==> src/rtl/compare_result_tracker_pkg.sv <==
// Shared types for the comparator result tracker:
// result class encodings and FSM state constants.
package compare_result_tracker_pkg;

    localparam logic [1:0] RES_NONE = 2'b00;
    localparam logic [1:0] RES_LT   = 2'b01;
    localparam logic [1:0] RES_EQ   = 2'b10;
    localparam logic [1:0] RES_GT   = 2'b11;

    typedef enum logic [1:0] {
        ST_IDLE  = 2'd0,
        ST_TRACK = 2'd1,
        ST_FAULT = 2'd2
    } state_e;

endpackage

==> src/rtl/compare_result_tracker_sat_counter.sv <==
// Saturating up-counter with synchronous reset and clear;
// holds at all-ones instead of wrapping.
module sat_counter #(
    parameter int W = 8
) (
    input  logic         Clock,
    input  logic         Reset,
    input  logic         Clear,
    input  logic         Inc,
    output logic [W-1:0] Count
);

    logic [W-1:0] count_q;
    logic [W-1:0] count_d;

    always_comb begin
        count_d = count_q;
        if (Inc && (count_q != {W{1'b1}})) begin
            count_d = count_q + 1'b1;
        end
    end

    always_ff @(posedge Clock) begin
        if (Reset || Clear) begin
            count_q <= '0;
        end else begin
            count_q <= count_d;
        end
    end

    assign Count = count_q;

endmodule

==> src/rtl/compare_result_tracker.sv <==
// Classifies comparator flag samples, keeps tallies and
// equal-run state, and latches a fault on inconsistent flags.
module compare_result_tracker
    import compare_result_tracker_pkg::*;
#(
    parameter int CNT_W   = 8,
    parameter int RUN_LEN = 4
) (
    input  logic             Clock,
    input  logic             Reset,
    input  logic             InValid,
    input  logic             AeqB,
    input  logic             AgeqB,
    input  logic             AltB,
    input  logic             Clear,
    output logic             OutValid,
    output logic [1:0]       LastResult,
    output logic [CNT_W-1:0] EqCount,
    output logic [CNT_W-1:0] GtCount,
    output logic [CNT_W-1:0] LtCount,
    output logic             RunHit,
    output logic             Error
);

    localparam logic [3:0] RUN_MAX = 4'(RUN_LEN);

    state_e     state_q;
    logic [3:0] run_q;
    logic [3:0] run_d;
    logic [1:0] last_q;
    logic [1:0] class_d;
    logic       out_valid_q;
    logic       run_hit_q;
    logic       error_q;

    logic consistent;
    logic is_eq;
    logic is_gt;
    logic is_lt;
    logic accept;

    assign consistent = (AgeqB == ~AltB) && (!AeqB || AgeqB);
    assign is_eq      = AeqB;
    assign is_gt      = AgeqB & ~AeqB;
    assign is_lt      = AltB;

    // Reset/Clear win over a coincident sample, so it is dropped.
    assign accept = InValid && consistent && (state_q != ST_FAULT)
                    && !Reset && !Clear;

    always_comb begin
        run_d   = '0;
        class_d = RES_LT;
        if (is_eq) begin
            class_d = RES_EQ;
            run_d   = (run_q == RUN_MAX) ? run_q : run_q + 4'd1;
        end else if (is_gt) begin
            class_d = RES_GT;
        end
    end

    always_ff @(posedge Clock) begin
        if (Reset || Clear) begin
            state_q     <= ST_IDLE;
            run_q       <= '0;
            last_q      <= RES_NONE;
            out_valid_q <= 1'b0;
            run_hit_q   <= 1'b0;
            error_q     <= 1'b0;
        end else begin
            out_valid_q <= 1'b0;
            case (state_q)
                ST_IDLE, ST_TRACK: begin
                    if (InValid) begin
                        if (consistent) begin
                            state_q     <= ST_TRACK;
                            out_valid_q <= 1'b1;
                            last_q      <= class_d;
                            run_q       <= run_d;
                            run_hit_q   <= (run_d == RUN_MAX);
                        end else begin
                            state_q <= ST_FAULT;
                            error_q <= 1'b1;
                        end
                    end
                end
                default: begin
                    state_q <= ST_FAULT;
                end
            endcase
        end
    end

    sat_counter #(.W(CNT_W)) u_eq_cnt (
        .Clock (Clock),
        .Reset (Reset),
        .Clear (Clear),
        .Inc   (accept && is_eq),
        .Count (EqCount)
    );

    sat_counter #(.W(CNT_W)) u_gt_cnt (
        .Clock (Clock),
        .Reset (Reset),
        .Clear (Clear),
        .Inc   (accept && is_gt),
        .Count (GtCount)
    );

    sat_counter #(.W(CNT_W)) u_lt_cnt (
        .Clock (Clock),
        .Reset (Reset),
        .Clear (Clear),
        .Inc   (accept && is_lt),
        .Count (LtCount)
    );

    assign OutValid   = out_valid_q;
    assign LastResult = last_q;
    assign RunHit     = run_hit_q;
    assign Error      = error_q;

endmodule

==> config.mk <==
export PLATFORM = sky130hd
export DESIGN_NAME = compare_result_tracker
export DESIGN_NICKNAME = d
export VERILOG_FILES = /design/src/rtl/compare_result_tracker_pkg.sv /design/src/rtl/compare_result_tracker_sat_counter.sv /design/src/rtl/compare_result_tracker.sv
export SDC_FILE = /design/constraint.sdc
export NUM_CORES = 1
export LEC_CHECK = 0
export ABC_AREA = 1
export BUFFER_PORTS_ARGS = -buffer_cell sky130_fd_sc_hd__buf_4
export CORE_MARGIN = 3
export CORE_UTILIZATION = 59
export CTS_CLUSTER_SIZE = 28
export DETAILED_ROUTE_END_ITERATION = 12
export PLACE_DENSITY = 0.84
export SLEW_MARGIN = 20
export SYNTH_ARGS = -nofsm -noshare
export SYNTH_HDL_FRONTEND = slang
export SYNTH_SLANG_ARGS = --single-unit
==> constraint.sdc <==
create_clock -name Clock -period 3 [get_ports Clock]
set_input_delay 0.3 -clock Clock [delete_from_list [all_inputs] [get_ports Clock]]
set_output_delay 0.3 -clock Clock [all_outputs]
set_load 0.1 [all_outputs]
==> impl_metrics.toml <==
[power_and_ir_drop]
seqPwrFrac_pct = 60.8
comb_power_share_pct = 9.1
powerDensity_nw_per_um2 = 344
power_frac_clock_pct = 30.2
ir_worst_vdd_mv = 0.231
p_int_w = 0.000571
switching_share_pct = 26.4
p_leak_nw = 1.02
p_sw_w = 0.000205

[placed_design]
portBuffers = 35
dp_slack_ns = 0.987
place_hpwl_mm = 2.95
gp_congestion = 0.861

[sta]
hold_viol_final = 0
fin_tns_setup_ns = 0
relSlewSlack_pct = 54.8
whs_ns = 0.257
worstMarginPinSlew_ns = 0.677
max_freq_mhz = 600
fin_skew_ns = 0.00759
rsz0062_at_grt = "false"
finalCriticalPeriod_ns = 1.67
maxSlewViolCount = 0
setup_ws_ns = 1.33
period_share_pct = 55.6
finalSetupViolCount = 0

[route]
drt_iter0_drc = 144
drt_first_pass_iters = 4
drcViolationCount = 0
wire_per_inst_um = 11.2
finalWirelength_mm = 4.11
post_drt_via_cell_ratio = 5.11
vias = 1880
ant_nets = 0

[setup_path]
crit_end = "u_eq_cnt.Count[0]"
critPathLaunch = "u_eq_cnt.Count[0]"
arrival_ns = 1.91
slowest_delay_ns = 0.42
crit_path_top_delay_cell = "dfxtp_1"
cp_data_required_time_ns = 3.24
end_kind = "flop"
critPathKind = "flop to flop"
crit_chain = "ha_1, nand2_1, inv_1, nand4_2, nand3_1, inv_1, nor2_1, nor2_1"
cp_num_cells = 8
crit_family = "simple AND/OR/NAND/NOR gates"
path_buf_inv = 2
r2r_end = "u_eq_cnt.Count[0]"
reg2reg_from = "u_eq_cnt.Count[0]"
crit_fanout = 8
rrSetupSlack_ns = 1.33
cp-start-kind = "flop"
worstRegToRegCells = 8

[yosys]
synth.distinct_cells = 26
synth_area_um2 = 1920
ys_ff_latch = 35
ys_warn_count = 0
seq_area_frac_synth_pct = 36.5
synth_nets = 299
synthCells = 287
async_reset_ff_share_pct = 0
synth_edf_count = 0
ys.flop_type = "dfxtp_1"
post_synth.cell_area_avg_um2 = 6.70

[global_route]
grt_usage_pct = 22.3
grt_first_pass_wirelength_mm = 7.23
grt_max_degree = 21
grt_pass1_vias = 1646
antenna_found_initial = 0
overflow = 0

[clock_tree]
path_clk_slew_ns = 0.10
cts_buffers = 5
cts_root_buffer = "clkbuf_4"
cts_sinks = 35
cts-resized-gates = 0
postCtsHoldBufs = 0
clockBufferDepth = 2
h-tree-depth = 2
tritoncts = "done"
post_cts_buffers = 0
insertion_delay_ns = 0.33

[layout]
multi_input_area_um2 = 1050
regArea_um2 = 701
diodes = 0
fill_cells = 283
nets = 337
area_delta_synth_final_pct = 17.4
layout-drive-gt1-share_pct = 16.4
final_util_pct = 73.3

[floorplan]
initial_core_util_pct = 62.4
die_height_um = 63.1
rows = 20
ioPinCount = 36
die_w_um = 63.1
core_um2 = 3080
dieArea_um2 = 3980

[run_status]
status = "finished clean"

[worst_hold_path]
hold_class = "input port to flop"

[run]
max_cap_viol_count = 0
-- routing by layer --
| layer | routed length [um] | vias to the layer above | track usage, % |
|---|---|---|---|
| met3 | 240 | 5 | 6.06 |
| met2 | 1870 | 51 | 36.6 |
| met5 | 0 | - | 0 |
| met1 | 1960 | 837 | 29.1 |
| li1 | - | 987 | - |
| met4 | 38 | 0 | 4.96 |
-- power by group through the flow --
stage          logic (W)  clock network, W  registers, W
2_1_floorplan  0.0000342                 0      0.000498
3_3_place_gp   0.0000690                 0      0.000482
3_5_place_dp   0.0000697                 0      0.000482
4_1_cts        0.0000704          0.000238      0.000472
5_1_grt        0.0000765          0.000266      0.000472
6_report       0.0000705          0.000234      0.000472
-- placed cells by master, fill, tap and decap left out, types with 2 or more instances in the layout --
| cell | count |
|---|---|
| a21oi_1 | 29 |
| buf_4 | 35 |
| clkbuf_4 | 5 |
| dfxtp_1 | 35 |
| ha_1 | 5 |
| inv_1 | 39 |
| nand2_1 | 74 |
| nand3_1 | 31 |
| nand3b_1 | 2 |
| nand4_1 | 3 |
| nand4_2 | 2 |
| nor2_1 | 34 |
| nor2_2 | 2 |
| nor2_4 | 3 |
| o21ai_0 | 7 |
| or2_2 | 2 |
| xor2_1 | 7 |
-- metrics by stage --
stage               cells  total power (W)  cell area [um^2]
finish                368         0.000776              2260
global route          368         0.000815              2260
CTS                   368         0.000780              2260
detailed placement    362         0.000552              2210
global placement      362         0.000551              2210
floorplan             287         0.000532              1920
-- worst register-to-register path, delay by kind of cell (launching register included) --
family | cells | cell delay [ns]
and+or+nand+nor | 5 | 0.74
DFF | 1 | 0.42
adders and majority gates | 1 | 0.21
buffers and inverters | 2 | 0.19
-- area by class of cell --
| type | instances | area share, % |
|---|---|---|
| sequential | 35 | 31.1 |
| tap | 44 | 2.44 |
| clock buffer | 6 | 1.83 |
| multi-input combinational | 208 | 46.4 |
| inverter | 40 | 6.66 |
| timing repair buffer | 35 | 11.6 |
-- registers in the layout, indices dropped and copies added, names as in the netlist --
register        count
Error               1
u_lt_cnt.Count      8
LastResult          2
u_eq_cnt.Count      8
u_gt_cnt.Count      8
RunHit              1
OutValid            1
run_q               4
state_q             2
-- kinds of logic (layout without fill, tap and decap cells) --
family                     after synthesis  after routing  share of synthesized area [%]
buffers and inverters                   44             81                           9.11
xor gates and xnor gates                 8              8                           3.65
AOI/OAI and AO/OA                       38             38                           10.2
adders and majority gates                5              5                           3.26
and+or+nand+nor                        157            157                           37.3
DFF                                     35             35                           36.5
-- cells in the mapped netlist, types with 2 or more instances --
| master | n | area (um^2) |
|---|---|---|
| inv_1 | 39 | 146 |
| o21ai_0 | 7 | 35.0 |
| nand2_1 | 74 | 278 |
| nand4_2 | 2 | 25.0 |
| nand3b_1 | 2 | 15.0 |
| nor2_4 | 3 | 33.8 |
| dfxtp_1 | 35 | 701 |
| nor2_1 | 34 | 128 |
| nand3_1 | 31 | 155 |
| or2_2 | 2 | 12.5 |
| buf_2 | 2 | 10.0 |
| nand4_1 | 3 | 18.8 |
| xor2_1 | 7 | 61.3 |
| a21oi_1 | 29 | 145 |
| ha_1 | 5 | 62.6 |
| nor2_2 | 2 | 12.5 |
-- worst min path at each step --
stage	start	endpoint	depth (start not counted)
floorplan	AgeqB	LastResult[1]	2
global placement	Error	Error	1
detailed placement	RunHit	RunHit	2
CTS	AgeqB	LastResult[1]	3
global route	AgeqB	LastResult[1]	3
finish	AgeqB	LastResult[1]	3
Power figures use the tool's default switching activity.
